==> config.mk <==
export PLATFORM = sky130hd
export DESIGN_NAME = game_ctrl
export DESIGN_NICKNAME = d
export VERILOG_FILES = /design/src/rtl/game_ctrl.sv
export SDC_FILE = /design/constraint.sdc
export NUM_CORES = 1
export LEC_CHECK = 0
export CORE_MARGIN = 2
export CORE_UTILIZATION = 55
export CTS_CLUSTER_SIZE = 12
export DETAILED_ROUTE_END_ITERATION = 8
export PLACE_DENSITY = 0.86
export SYNTH_ARGS = -nofsm -noshare
export SYNTH_HDL_FRONTEND = slang
export SYNTH_SLANG_ARGS = --single-unit
==> constraint.sdc <==
create_clock -name clkdiv -period 5.7 [get_ports clkdiv]
set_clock_uncertainty 0.1 [all_clocks]
set_input_delay 1.14 -clock clkdiv [delete_from_list [all_inputs] [get_ports clkdiv]]
set_output_delay 1.14 -clock clkdiv [all_outputs]
set_load 0.1 [all_outputs]
==> src/rtl/game_ctrl.sv <==
// game_ctrl: dino-runner game FSM, BCD score keeping and sprite pixel compositor.
// Collision is a sticky overlap of visible cactus and dino pixels, resolved at end of frame.
module game_ctrl #(
    parameter logic [3:0] SPEED_INIT  = 4'd2,
    parameter logic [3:0] SPEED_MAX   = 4'd12,
    parameter logic [9:0] FRAMES_STEP = 10'd600,
    parameter logic [9:0] H_VIS       = 10'd640,
    parameter logic [8:0] V_VIS       = 9'd480
) (
    input  logic        clkdiv,
    input  logic        RESET,
    input  logic        START,
    input  logic        fresh,
    input  logic [8:0]  row_addr,
    input  logic [9:0]  col_addr,
    input  logic        cactus_px,
    input  logic        dino_px,
    output logic        game_status,
    output logic [3:0]  speed,
    output logic [15:0] score,
    output logic [15:0] hi_score,
    output logic        collided,
    output logic        pix_out
);
    typedef enum logic [1:0] {IDLE = 2'b00, RUN = 2'b01, OVER = 2'b10} state_t;

    state_t      state_q;
    logic        start_q, fresh_q, hit_q, game_status_q, collided_q, pix_q, pix_d;
    logic [3:0]  speed_q, speed_d;
    logic [9:0]  frame_cnt_q;
    logic [15:0] score_q, score_d, hi_score_q;
    logic        start_rise, frame_end, visible, overlap, step_last;

    // Per-digit BCD increment that saturates at 9999 instead of wrapping.
    function automatic logic [15:0] bcd_inc(input logic [15:0] s);
        logic [15:0] r;
        logic        c;
        r = s;
        c = 1'b1;
        for (int i = 0; i < 4; i++) begin
            if (c) begin
                r[4*i +: 4] = (s[4*i +: 4] == 4'd9) ? 4'd0 : s[4*i +: 4] + 4'd1;
                c = (s[4*i +: 4] == 4'd9);
            end
        end
        return (s == 16'h9999) ? s : r;
    endfunction

    assign start_rise = START & ~start_q;
    assign frame_end  = fresh_q & ~fresh;
    assign visible    = (row_addr < V_VIS) && (col_addr < H_VIS);
    assign overlap    = visible & cactus_px & dino_px;
    assign step_last  = frame_cnt_q == FRAMES_STEP - 10'd1;

    always_comb begin
        score_d = bcd_inc(score_q);
        speed_d = (speed_q >= SPEED_MAX) ? SPEED_MAX : speed_q + 4'd1;
        pix_d   = visible ? ((state_q == OVER) ^ (cactus_px | dino_px)) : 1'b0;
    end

    always_ff @(posedge clkdiv or posedge RESET) begin
        if (RESET) begin
            state_q       <= IDLE;
            start_q       <= 1'b0;
            fresh_q       <= 1'b1;
            hit_q         <= 1'b0;
            game_status_q <= 1'b0;
            collided_q    <= 1'b0;
            pix_q         <= 1'b0;
            speed_q       <= SPEED_INIT;
            frame_cnt_q   <= '0;
            score_q       <= '0;
            hi_score_q    <= '0;
        end else begin
            start_q <= START;
            fresh_q <= fresh;
            pix_q   <= pix_d;
            case (state_q)
                IDLE, OVER: if (start_rise) begin
                    state_q       <= RUN;
                    game_status_q <= 1'b1;
                    collided_q    <= 1'b0;
                    score_q       <= '0;
                    speed_q       <= SPEED_INIT;
                    frame_cnt_q   <= '0;
                    hit_q         <= 1'b0;
                end
                RUN: begin
                    hit_q <= hit_q | overlap;
                    if (frame_end) begin
                        frame_cnt_q <= step_last ? 10'd0 : frame_cnt_q + 10'd1;
                        if (step_last) speed_q <= speed_d;
                        if (hit_q | overlap) begin
                            state_q       <= OVER;
                            game_status_q <= 1'b0;
                            collided_q    <= 1'b1;
                            hi_score_q    <= (score_q > hi_score_q) ? score_q : hi_score_q;
                        end else begin
                            score_q <= score_d;
                        end
                    end
                end
                default: begin
                    state_q       <= IDLE;
                    game_status_q <= 1'b0;
                    collided_q    <= 1'b0;
                end
            endcase
        end
    end

    assign game_status = game_status_q;
    assign speed       = speed_q;
    assign score       = score_q;
    assign hi_score    = hi_score_q;
    assign collided    = collided_q;
    assign pix_out     = pix_q;
endmodule

==> impl_metrics.json, run 1 <==
{
  "outcome": "finished, final reports clean",
  "stdcell_area_um2": 3770,
  "cts_resized": 0,
  "fin_setup_tns_ns": 0,
  "slowest_stage": "a31oi_4",
  "grt_start_max_net_pins": 54,
  "hold_buffers": 0,
  "clk_path_buf_depth": 2,
  "fp.dieW_um": 78.6,
  "routedWlPerCell_um": 15.7,
  "routed-via-count": 2563,
  "nets": 408,
  "path_class": "in -> reg",
  "rsz0062_at_grt": "no",
  "start_kind": "primary input",
  "yosys.area.top_type_share_pct": 41.7,
  "drive_gt1_share_pct": 7.54,
  "cts.clk_slew.worst_paths_ns": 0.10,
  "synth_fp_nets": 355,
  "powerDensity_nw_per_um2": 467,
  "max-vdd-ir-drop_mv": 0.351,
  "reg2reg_from": "score[15]",
  "die_area_um2": 6180,
  "grt_first_pass_wirelength_um": 11500,
  "syn-instance-count": 304,
  "netlist-cell-type-count": 50,
  "max_freq_mhz": 289,
  "maxSlewViolCount": 0,
  "fin_crit_sh_pct": 60.7,
  "cts_tree": "built",
  "layout_min_cycle_time_ns": 3.46,
  "drt-total-wl_um": 6770,
  "io-pin-count": 64,
  "track_usage_pct": 23.4,
  "cts_num_sinks": 53,
  "place_area_um2": 3630,
  "setup_violations": 0,
  "r2r-end": "hi_score[11]",
  "ff2ff_setup_slack_ns": 2.88,
  "fin_util_pct": 69.2,
  "fp.dieH_um": 78.6,
  "yosysMostFrequentCell": "dfrtp_1",
  "endpoint": "hi_score[11]",
  "synth_async_sr_flop_share_pct": 100,
  "first_pass_iters": 5,
  "cts_max_level": 2,
  "max_stage_delay_ns": 0.60,
  "place_congestion": 0.817,
  "path_cells": "clkdlybuf4s50_1 -> o21ai_2 -> a41oi_4 -> or4_4 -> a31oi_4 -> mux2_2",
  "crit_required_ns": 5.80,
  "crit_fanout": 16,
  "drtIter0Drc": 147,
  "drv_cap": 0,
  "clock-root-buffer": "clkbuf_8",
  "num_antenna_cells": 0,
  "finalHoldViolCount": 0,
  "antenna_found_initial": 0,
  "synth_area_um2": 3060,
  "synth.yosys.seq_area_share_pct": 43.4,
  "post-cts-setup-buffer-count": 0,
  "tightest_slew_ns": 1.08,
  "synth_top_area_cell": "dfrtp_1",
  "dp_hpwl_um": 4760,
  "clock_latency_ns": 0.31,
  "cp-end-kind": "flop",
  "drcViolationCount": 0,
  "synth_ff_type": "dfrtp_1",
  "area_growth_syn_to_layout_pct": 23.1,
  "via_per_inst": 5.96,
  "nFillCells": 410,
  "relSlewSlack_pct": 27.9,
  "ys_seq_elements": 53,
  "start_util_pct": 56.3,
  "grt_overflow": 0,
  "yosys-top-cells-count": "dfrtp_1 (51), nand2_1 (30), o21ai_0 (28), ha_1 (26), inv_1 (22)",
  "port_buffers": 51,
  "drtAntennaViolNets": 0,
  "rows": 27,
  "reg2reg_depth": 6,
  "synth-edff-count": 0,
  "yosys-top-cells-area": "dfrtp_1 (42%), ha_1 (11%), o21ai_0 (4.6%)",
  "first_global_vias": 2600,
  "crit_arrival_ns": 3.56,
  "core_um2": 5440,
  "synth_warnings": 0,
  "cts_buffers": 5,
  "hp-class": "reg -> reg",
  "startpoint": "col_addr[8]",
  "postSynthAreaPerCell_um2": 10.1,
  "leakagePower_nw": 1.66
}
worst max-delay path: cells and delay by family:
| family | cells | cell delay (ns) |
|---|---|---|
| AOI/OAI and AO/OA | 3 | 1.01 |
| buffers and inverters | 1 | 0.41 |
| muxes | 1 | 0.40 |
| and+or+nand+nor | 1 | 0.57 |
power by group:
group          total, mW  leakage, nW  internal (mW)  switching, mW
clock network      0.299       0.0681          0.174          0.124
registers          0.545        0.691          0.450         0.0949
logic              0.915        0.899          0.231          0.684
through the flow:
step                      hold WS [ns]  instances  setup WS [ns]  power, mW
after CTS                        0.416        430           2.20       1.76
after global placement           0.379        422           1.95       1.43
after global routing             0.427        430           2.14       1.86
after floorplan                  0.381        304           2.70       1.23
after detailed placement         0.394        422           1.88       1.46
final                            0.412        430           2.24       1.76
cells in the final DEF, fill, tap and decap left out, types with 2 or more instances in the layout:
master,n
o31ai_1,9
a21oi_1,11
dfrtp_1,51
nor3_1,7
nor2_1,12
ha_1,26
o41ai_1,4
mux2_1,2
clkdlybuf4s50_1,51
and3_1,9
mux2_4,6
nand4_1,6
mux2_2,4
nor2b_1,4
nor4_1,5
o21a_1,2
nand2b_1,8
inv_1,21
a221o_1,2
mux2i_1,5
o21ai_0,28
bufinv_16,2
dfstp_2,2
nand3_1,9
clkbuf_8,5
xnor2_1,2
nand2_1,30
a21o_1,6
nand3b_1,5
logic make-up after synthesis:
family,share of synthesized area [%]
and+or+nand+nor,18.2
AOI/OAI and AO/OA,16.2
DFF,43.4
buffers and inverters,3.88
adders and majority gates,10.6
muxes,6.79
xor gates and xnor gates,0.859
registers in the layout, indices dropped and copies added, names as in the netlist:
register / cells
hit_q: 1
hi_score: 16
score: 16
fresh_q: 1
frame_cnt_q: 10
speed: 4
pix_out: 1
start_q: 1
game_status: 1
state_q: 2
final cells by class:
type                    instances  area (um2)  area share [%]
multi-input cells             223        1610            42.8
well taps                      72        90.1            2.39
clock inverters                 3        65.1            1.73
clock buffers                   5        68.8            1.83
inverters                      22        82.6            2.19
repair buffers                 52         518            13.8
flip-flops and latches         53        1330            35.3
how the worst min path moves through the flow:
stage                                end      startpoint  cells past startpoint
after floorplan           frame_cnt_q[5]  frame_cnt_q[5]                      1
after global placement       game_status     game_status                      1
after detailed placement     game_status     game_status                      1
after CTS                       speed[1]        speed[1]                      2
after global routing         game_status     game_status                      1
final                        game_status     game_status                      1
layer usage:
layer	part of all wire [%]	GRT usage, %	vias to the layer above
met4	1.5	8.95	0
li1	-	-	1216
met1	44	30.1	1253
met3	5.7	3.91	12
met2	49	39.6	82
met5	0	0	-
Note: power is estimated with default switching activity, not from simulation.
==> run 2, diff against run 1 <==
--- a/config.mk
+++ b/config.mk
@@ -6,10 +6,10 @@
 export NUM_CORES = 1
 export LEC_CHECK = 0
 export CORE_MARGIN = 2
-export CORE_UTILIZATION = 55
+export CORE_UTILIZATION = 46
 export CTS_CLUSTER_SIZE = 12
 export DETAILED_ROUTE_END_ITERATION = 8
-export PLACE_DENSITY = 0.86
+export PLACE_DENSITY = 0.77
 export SYNTH_ARGS = -nofsm -noshare
 export SYNTH_HDL_FRONTEND = slang
 export SYNTH_SLANG_ARGS = --single-unit
==> constraint.sdc (replaced) <==
create_clock -name clkdiv -period 3.15 [get_ports clkdiv]
set_clock_uncertainty 0.1 [all_clocks]
set_input_delay 0.63 -clock clkdiv [delete_from_list [all_inputs] [get_ports clkdiv]]
set_output_delay 0.63 -clock clkdiv [all_outputs]
set_load 0.1 [all_outputs]
==> run 2 against run 1 <==
  * Clock power is 62% higher
  * Global-route usage is 4.0 points lower
  * First-iteration DRC count is 4.8% lower
  * Sequential share of layout area is 0.36 points higher
  * Register-to-register slack worse by 2.3 ns
  * Design area is 1.0% lower
  * Combinational power is 80% higher
  * Critical path type unchanged
  * Critical endpoint is now hi_score[12]
==> impl_metrics.json, run 2 (same netlist as run 1, synthesis figures left out) <==
{
  "max-vdd-ir-drop_mv": 0.768,
  "cts_num_sinks": 53,
  "first_global_vias": 2393,
  "place_congestion": 0.839,
  "port_buffers": 51,
  "finalHoldViolCount": 0,
  "fin_util_pct": 58.4,
  "cp-end-kind": "flop",
  "crit_fanout": 8,
  "drtIter0Drc": 140,
  "post-cts-setup-buffer-count": 0,
  "rows": 29,
  "clock_power_share_pct": 15.5,
  "path_class": "in -> reg",
  "relSlewSlack_pct": 44.0,
  "antenna_found_initial": 0,
  "cts_buffers": 5,
  "cts_tree": "built",
  "fin_crit_sh_pct": 81.6,
  "internal-power_mw": 1.49,
  "p_sw_share_pct": 52.4,
  "fp.dieW_um": 85.6,
  "dp_hpwl_um": 5020,
  "drcViolationCount": 0,
  "layout_min_cycle_time_ns": 2.57,
  "start_kind": "primary input",
  "routedWlPerCell_um": 15.2,
  "die_area_um2": 7320,
  "rsz0062_at_grt": "no",
  "clock_latency_ns": 0.31,
  "maxSlewViolCount": 0,
  "cts.clk_slew.worst_paths_ns": 0.09,
  "clock-root-buffer": "clkbuf_8",
  "core_um2": 6390,
  "area_growth_syn_to_layout_pct": 21.8,
  "outcome": "finished, final reports clean",
  "grt_overflow": 0,
  "place_area_um2": 3610,
  "routed-via-count": 2503,
  "cts_max_level": 2,
  "clk_path_buf_depth": 2,
  "num_antenna_cells": 0,
  "crit_required_ns": 3.24,
  "first_pass_iters": 4,
  "hold_buffers": 0,
  "start_util_pct": 47.9,
  "leakagePower_nw": 1.76,
  "io-pin-count": 64,
  "layout_common_cells": "dfrtp_1 (51), buf_4 (49), nand2_1 (30), o21ai_0 (28), ha_1 (26)",
  "tightest_slew_ns": 0.832,
  "drive_gt1_share_pct": 20.4,
  "stdcell_area_um2": 3730,
  "crit_arrival_ns": 2.66,
  "total_power_mw": 3.13,
  "p_sw_mw": 1.64,
  "drt-total-wl_um": 6740,
  "max_freq_mhz": 389,
  "powerDensity_nw_per_um2": 839,
  "fp.dieH_um": 85.6,
  "track_usage_pct": 19.4,
  "fin_setup_tns_ns": 0,
  "drtAntennaViolNets": 0,
  "p_seq_share_pct": 31.7,
  "nets": 417,
  "via_per_inst": 5.64,
  "grt_start_max_net_pins": 54,
  "setup_violations": 0,
  "hp-class": "reg -> reg",
  "grt_first_pass_wirelength_um": 11500,
  "final_common_cell": "dfrtp_1",
  "cts_resized": 0,
  "drv_cap": 0,
  "p_comb_share_pct": 52.9
}
run 2: cell types whose count changed in the layout (fill, tap and decap cells not counted), sizes merged:
cell,change
buf,+48
clkinvlp,+1
clkdlybuf4s50,-39
clkbuf,+1
bufinv,-1
clkinv,-1
run 2: routing by layer:
| layer | global-route usage [%] | vias to the layer above | wire length [um] |
|---|---|---|---|
| li1 | - | 1235 | - |
| met1 | 26.8 | 1200 | 3180 |
| met2 | 31.6 | 63 | 3110 |
| met3 | 4.72 | 5 | 397 |
| met4 | 3.75 | 0 | 51 |
| met5 | 0 | - | 0 |
run 2: metrics by stage:
| step | hold WS (ns) | setup slack [ns] | instances |
|---|---|---|---|
| 3_3_place_gp | 0.383 | 0.280 | 436 |
| 3_5_place_dp | 0.397 | 0.249 | 436 |
| 2_1_floorplan | 0.381 | 0.189 | 304 |
| 6_report | 0.418 | 0.579 | 444 |
| 5_1_grt | 0.448 | 0.481 | 444 |
| 4_1_cts | 0.423 | 0.576 | 444 |
run 2: cell type report:
class / count / area [um2]
tap: 77 / 96.3
timing repair buffer: 61 / 488
clock inverter: 2 / 37.5
fill: 541 / 2660
sequential: 53 / 1330
clock buffer: 6 / 82.6
multi-input combinational: 223 / 1610
inverter: 22 / 82.6
run 2: power groups by stage:
stage                     clock network (mW)  registers, mW  logic, mW
after detailed placement                   0           1.00       1.66
final                                  0.484          0.991       1.65
after CTS                              0.494          0.990       1.66
after global placement                     0          0.996       1.62
after floorplan                            0           1.67      0.558
after global routing                   0.516           1.02       1.78
run 2: worst paths after layout:
path	start	end	slack [ns]	cells after the start
max	col_addr[8]	hi_score[12]	0.58	7
min	hi_score[8]	hi_score[8]	0.42	1
max reg2reg	score[15]	hi_score[12]	0.62	7
min reg2reg	hi_score[8]	hi_score[8]	0.42	1
max in group asynchronous	RESET	frame_cnt_q[9]	1.79	3
min in group asynchronous	RESET	score[8]	0.73	3
run 2: critical path, stage by stage:
cell	delay (ns)
clkdlybuf4s50_1	0.41
o21ai_2	0.20
a41oi_4	0.13
or4_4	0.54
a31oi_4	0.17
buf_4	0.22
mux2_2	0.35
==> run 3, diff against run 2 <==
==> constraint.sdc (replaced) <==
create_clock -name clkdiv -period 2.2 [get_ports clkdiv]
set_clock_uncertainty 0.1 [all_clocks]
set_input_delay 0.44 -clock clkdiv [delete_from_list [all_inputs] [get_ports clkdiv]]
set_output_delay 0.44 -clock clkdiv [all_outputs]
set_load 0.1 [all_outputs]
==> run 3 against run 2 <==
  * The run now ends with setup timing left
  * Non-clock buffer count rose by 72
  * Combinational power grew 98%
  * Critical path depth increased by 1
  * Clock-buffer cell count shrank 1
  * Critical endpoint is now hi_score[7]
  * Highest routed layer unchanged
==> impl_metrics.json, run 3 (same netlist as run 1, synthesis figures left out) <==
{
  "outcome": "complete, but fails checks",
  "violations": "setup timing",
  "cts.clk_slew.worst_paths_ns": 0.10,
  "crit_fanout": 6,
  "critical_path.top_delay_family": "simple AND/OR/NAND/NOR gates",
  "dp_hpwl_um": 5770,
  "max_freq_mhz": 423,
  "first_global_vias": 3036,
  "track_usage_pct": 24.4,
  "stdcell_area_um2": 4600,
  "grt_overflow": 0,
  "drv_cap": 0,
  "instances_no_fill": 516,
  "ff2ff_setup_slack_ns": -0.17,
  "clock-root-buffer": "clkbuf_8",
  "hp-class": "in -> async",
  "r2r-end": "hi_score[7]",
  "clk_path_buf_depth": 2,
  "core_um2": 6390,
  "reg2reg_depth": 8,
  "first_pass_iters": 4,
  "nets": 489,
  "grt_first_pass_wirelength_um": 14300,
  "use_met2_pct": 41.1,
  "gr-max-usage-layer": "met2",
  "grt_util_met3_pct": 4.04,
  "drcViolationCount": 0,
  "port_buffers": 51,
  "layout_min_cycle_time_ns": 2.37,
  "max_stage_delay_ns": 0.44,
  "preCtsSetupSlack_ns": -0.525,
  "cts_max_level": 2,
  "cts_tree": "built",
  "powerDensity_nw_per_um2": 1140,
  "drtIter0Drc": 190,
  "maxSlewViolCount": 0,
  "fp.dieW_um": 85.6,
  "placedCellCount": 496,
  "routedWlPerCell_um": 16.8,
  "crit_buf_inv": 2,
  "crit_arrival_ns": 2.47,
  "setup_violations": 24,
  "cts_num_sinks": 53,
  "io-pin-count": 64,
  "antenna_found_initial": 0,
  "via_per_inst": 5.60,
  "rsz0062_at_grt": "yes",
  "drt-total-wl_um": 8690,
  "rows": 29,
  "start_util_pct": 47.9,
  "finalHoldViolCount": 0,
  "nFillCells": 428,
  "drtAntennaViolNets": 0,
  "total_power_mw": 5.22,
  "start_kind": "flop",
  "grt_start_max_net_pins": 54,
  "fp.dieH_um": 85.6,
  "num_antenna_cells": 0,
  "relSlewSlack_pct": 74.5,
  "hold_buffers": 0,
  "routed-via-count": 2891,
  "drive_gt1_share_pct": 50.1,
  "path_class": "reg -> reg",
  "slowest_stage": "or4_4",
  "die_area_um2": 7320,
  "setup_ws_ns": -0.166,
  "path_cells": "inv_2 -> ha_4 -> nand4_1 -> nor4_2 -> or4_4 -> a31oi_4 -> buf_6 -> mux2_4",
  "reg2reg_from": "hi_score[15]",
  "area_growth_syn_to_layout_pct": 50.3,
  "cp-end-kind": "flop",
  "max-vdd-ir-drop_mv": 1.06,
  "tightest_slew_ns": 0.380,
  "crit_required_ns": 2.31,
  "clock_latency_ns": 0.32,
  "layout_common_cells": "buf_4 (110), dfrtp_2 (33), nand2_1 (28), o21ai_0 (20), dfrtp_1 (18)",
  "final_common_cell": "buf_4",
  "leakagePower_nw": 2.09,
  "globalRouteMet1Util_pct": 31.7,
  "startpoint": "hi_score[15]",
  "place_congestion": 0.807,
  "place_area_um2": 4200,
  "fin_crit_sh_pct": 108,
  "cts_buffers": 5
}
run 3: cell types whose count changed in the layout (fill, tap and decap cells not counted), moves of 4 or more:
cell / delta
buf_4: +61
dfrtp_1: -33
dfrtp_2: +33
ha_1: -11
ha_4: +11
inv_1: -10
buf_6: +8
inv_2: +8
o21ai_0: -8
mux2_4: +6
o21ai_1: +5
mux2_2: -4
run 3: area by class of cell:
| cell class | instances | area [um2] | share of cell area (%) |
|---|---|---|---|
| Multi-Input combinational cell | 223 | 1870 | 40.6 |
| Clock inverter | 3 | 17.5 | 0.381 |
| Timing Repair Buffer | 133 | 1090 | 23.7 |
| Tap cell | 77 | 96.3 | 2.09 |
| Clock buffer | 5 | 68.8 | 1.50 |
| Sequential cell | 53 | 1370 | 29.8 |
| Inverter | 22 | 87.6 | 1.90 |
run 3: worst max-delay path by stage:
stage,end,slack (ns),depth (start not counted)
2_1_floorplan,hi_score[0],-0.42,8
3_3_place_gp,hi_score[14],-0.50,7
3_5_place_dp,hi_score[15],-0.53,7
4_1_cts,hi_score[3],-0.17,9
5_1_grt,score[7],-0.22,8
6_report,hi_score[7],-0.17,8
run 3: power breakdown:
group	switching [mW]	internal (mW)	total [mW]	leakage, nW
clock network	0.341	0.221	0.562	0.0439
registers	0.209	1.18	1.39	0.643
logic	2.13	1.14	3.27	1.40
run 3: routing by layer:
metal,routed length (um),vias to the layer above
met2,4190,101
met4,232,0
met1,3770,1398
met5,0,-
met3,509,17
li1,-,1375
run 3: repair_timing:
action / 4_1_cts / 5_1_grt
pin swaps: 18 / 4
cloned: 1 / 1
setup endpoints to repair: 27 / 33
buffers inserted: 10 / 3
resized for setup: 34 / 25
run 3: per-stage QoR:
step / hold slack (ns) / TNS, ns / util [%]
2_1_floorplan: 0.344 / -7.95 / -
3_3_place_gp: 0.372 / -11.25 / 65.8
6_report: 0.374 / -2.76 / 72.0
4_1_cts: 0.397 / -2.04 / 71.0
5_1_grt: 0.425 / -4.68 / 72.0
3_5_place_dp: 0.389 / -12.57 / 65.8
run 3: worst register-to-register path, delay by kind of cell, from the launching register on:
kind	cells	cell delay, ns
simple gates	3	0.71
mux	1	0.31
compound gates	1	0.23
fa+ha+maj	1	0.20
buf+inv	2	0.27
flops	1	0.43
==> patch (flow settings as in run 2) <==
Reset style: synchronous (`RESET`), changed in one clocked block.
--- a/src/rtl/game_ctrl.sv
+++ b/src/rtl/game_ctrl.sv
@@ -58,7 +58,7 @@
         pix_d   = visible ? ((state_q == OVER) ^ (cactus_px | dino_px)) : 1'b0;
     end
 
-    always_ff @(posedge clkdiv or posedge RESET) begin
+    always_ff @(posedge clkdiv) begin
         if (RESET) begin
             state_q       <= IDLE;
             start_q       <= 1'b0;
Formal check against the unedited RTL: differs if RESET is asserted again (counterexample within 4 cycles, from zero or initial values and one cycle with RESET high); with RESET held inactive, the same outputs for 10 cycles.
==> patch against run 2 <==
  * Highest routed layer unchanged
  * Final area shrank 2.7%
  * Sequential cell count is the same
  * Area after synthesis grew 0.53%
  * The flow now finishes with violations (design-rule violations)
  * Worst setup slack gained 54 ps
  * Wire length grew 4.2%
  * Non-clock buffer count shrank 2
Power is not compared: it rests on default switching activity, and its combinational part moved more than twofold at a synthesized area within 25%.
==> patch: results (changes against run 2) <==
- The slew at the pin closest to its max-slew limit came to 635 ps (was 832 ps).
- The overall global routing resource usage is 0.191 (was 0.194).
- The clock input transition at the sequential cells of the worst setup and hold paths is 90 ps (about the same).
- The arrival time at the worst endpoint is 2630 ps (was 2660 ps).
- The async set-or-reset flop fraction in the synthesized netlist is 0 (was 1.00).
- The number of gates given a new drive strength after cts was 0 (unchanged).
- The detail-routed via count per cell is 5.62 (was 5.64).
- The root buffer cell is sky130_fd_sc_hd__clkbuf_8 (unchanged).
- The start point of the worst hold path is hi_score[14] (was hi_score[8]).
- Cell types occupying the most area after synthesis: sky130_fd_sc_hd__dfxtp_1, sky130_fd_sc_hd__ha_1, sky130_fd_sc_hd__mux2i_1 (was sky130_fd_sc_hd__dfrtp_1, sky130_fd_sc_hd__ha_1, sky130_fd_sc_hd__o21ai_0).
- The cell depth of the worst min-delay path came to 2 (was 1).
- The placer congestion estimate came to 0.800 (was 0.839).
- The worst setup slack for register-to-register paths was 750 ps (was 620 ps).
- The total wire length is 7020 um (was 6740 um).
- The critical-path maximum fanout is 12 (was 8).
- The maximum number of pins on one net before global-route repair is 35 (was 54).
- The net count after synthesis is 400 (was 355).
- The worst hold slack across all endpoints is 380 ps (was 418 ps).
- The violation count after the first detailed-route iteration is 109 (was 140).
- The last element of the critical path is score[11] (was hi_score[12]).
- The number of remaining DRC errors is 5 (was 0).
- The count of distinct cell types in the synthesized netlist is 62 (was 50).
- The worst reg2reg path endpoint is score[3] (was hi_score[12]).
- The number of global-route vias before repair was 2515 (was 2393).
- Status: finished with violations (was completed).
- The count of H-tree levels built during CTS is 2 (unchanged).
- The share of the yosys chip area belonging to registers is 0.345 (was 0.434).
- The final reports fail on design-rule violations.
- The critical register-to-register path startpoint is state_q[0] (was score[15]).
- The worst setup path startpoint is START (was col_addr[8]).
- The HPWL reported at the end of detailed placement is 5090 um (was 5020 um).
- The count of cells along the worst register-to-register path is 5 (was 7).
- The residual antenna-violating net count after detailed routing is 0 (unchanged).
- Top post-synthesis cells by count: sky130_fd_sc_hd__dfxtp_1, sky130_fd_sc_hd__nand2_1, sky130_fd_sc_hd__ha_1 (was sky130_fd_sc_hd__dfrtp_1, sky130_fd_sc_hd__nand2_1, sky130_fd_sc_hd__o21ai_0).
- The terminating pin of the worst hold path is hi_score[14] (was hi_score[8]).
- The number of nets in the final layout came to 452 (was 417).
- The fraction of layout instances using a drive strength above 1 is 0.177 (was 0.204).
- The worst slack after detailed placement is 317 ps (was 249 ps).
- The global-route wire length before repair came to 11500 um (about the same).
- The area of placed instances is 3540 um2 (was 3610 um2).
- The first-pass iteration count of the detailed router is 7 (was 4).
- The signed area change from the synthesized netlist to the final layout came to 17.9% (was 21.8%).
==> patch: changes by cell type after synthesis, sizes merged, moves of 7 or more <==
cell,before,now
mux2,12,0
dfrtp,51,0
o31ai,9,1
nand2,30,45
o21ai,30,17
mux2i,5,17
nor2,12,19
a21oi,12,23
or4,2,11
dfxtp,0,53
==> patch: layer usage <==
metal | vias up | part of all wire | track usage
met2 | 51 | 0.48 | 0.336
met5 | - | 0 | 0
met1 | 1263 | 0.48 | 0.249
met3 | 5 | 0.036 | 0.0269
met4 | 0 | 0.0058 | 0.0404
li1 | 1365 | - | -
==> patch: stage by stage <==
| step | cells | util |
|---|---|---|
| 2_1_floorplan | 349 | - |
| 3_3_place_gp | 471 | 0.552 |
| 3_5_place_dp | 471 | 0.552 |
| 4_1_cts | 478 | 0.565 |
| 5_1_grt | 478 | 0.565 |
| 6_report | 478 | 0.565 |
==> patch: cells by family (layout without fill, tap and decap cells) <==
logic type,after synthesis,count (layout),synth area share
xor+xnor,8,8,0.0228
flops,53,53,0.345
buf+inv,40,92,0.0655
compound gates,68,68,0.162
fa+ha+maj,26,26,0.106
simple gates,137,137,0.244
mux,17,17,0.0553
==> patch: worst max-delay path: stages <==
cell	delay, ps
sky130_fd_sc_hd__clkdlybuf4s50_1	490
sky130_fd_sc_hd__nor2b_1	210
sky130_fd_sc_hd__o22a_4	190
sky130_fd_sc_hd__nand3_1	320
sky130_fd_sc_hd__or4_1	580
sky130_fd_sc_hd__o32ai_1	210
==> patch: area by class of cell <==
type	count	area, um2
repair buffers	59	473
inverters	26	97.6
fillers	597	2790
multi-input cells	256	1810
flip-flops and latches	53	1060
clock buffers	7	86.3
well taps	77	96.3
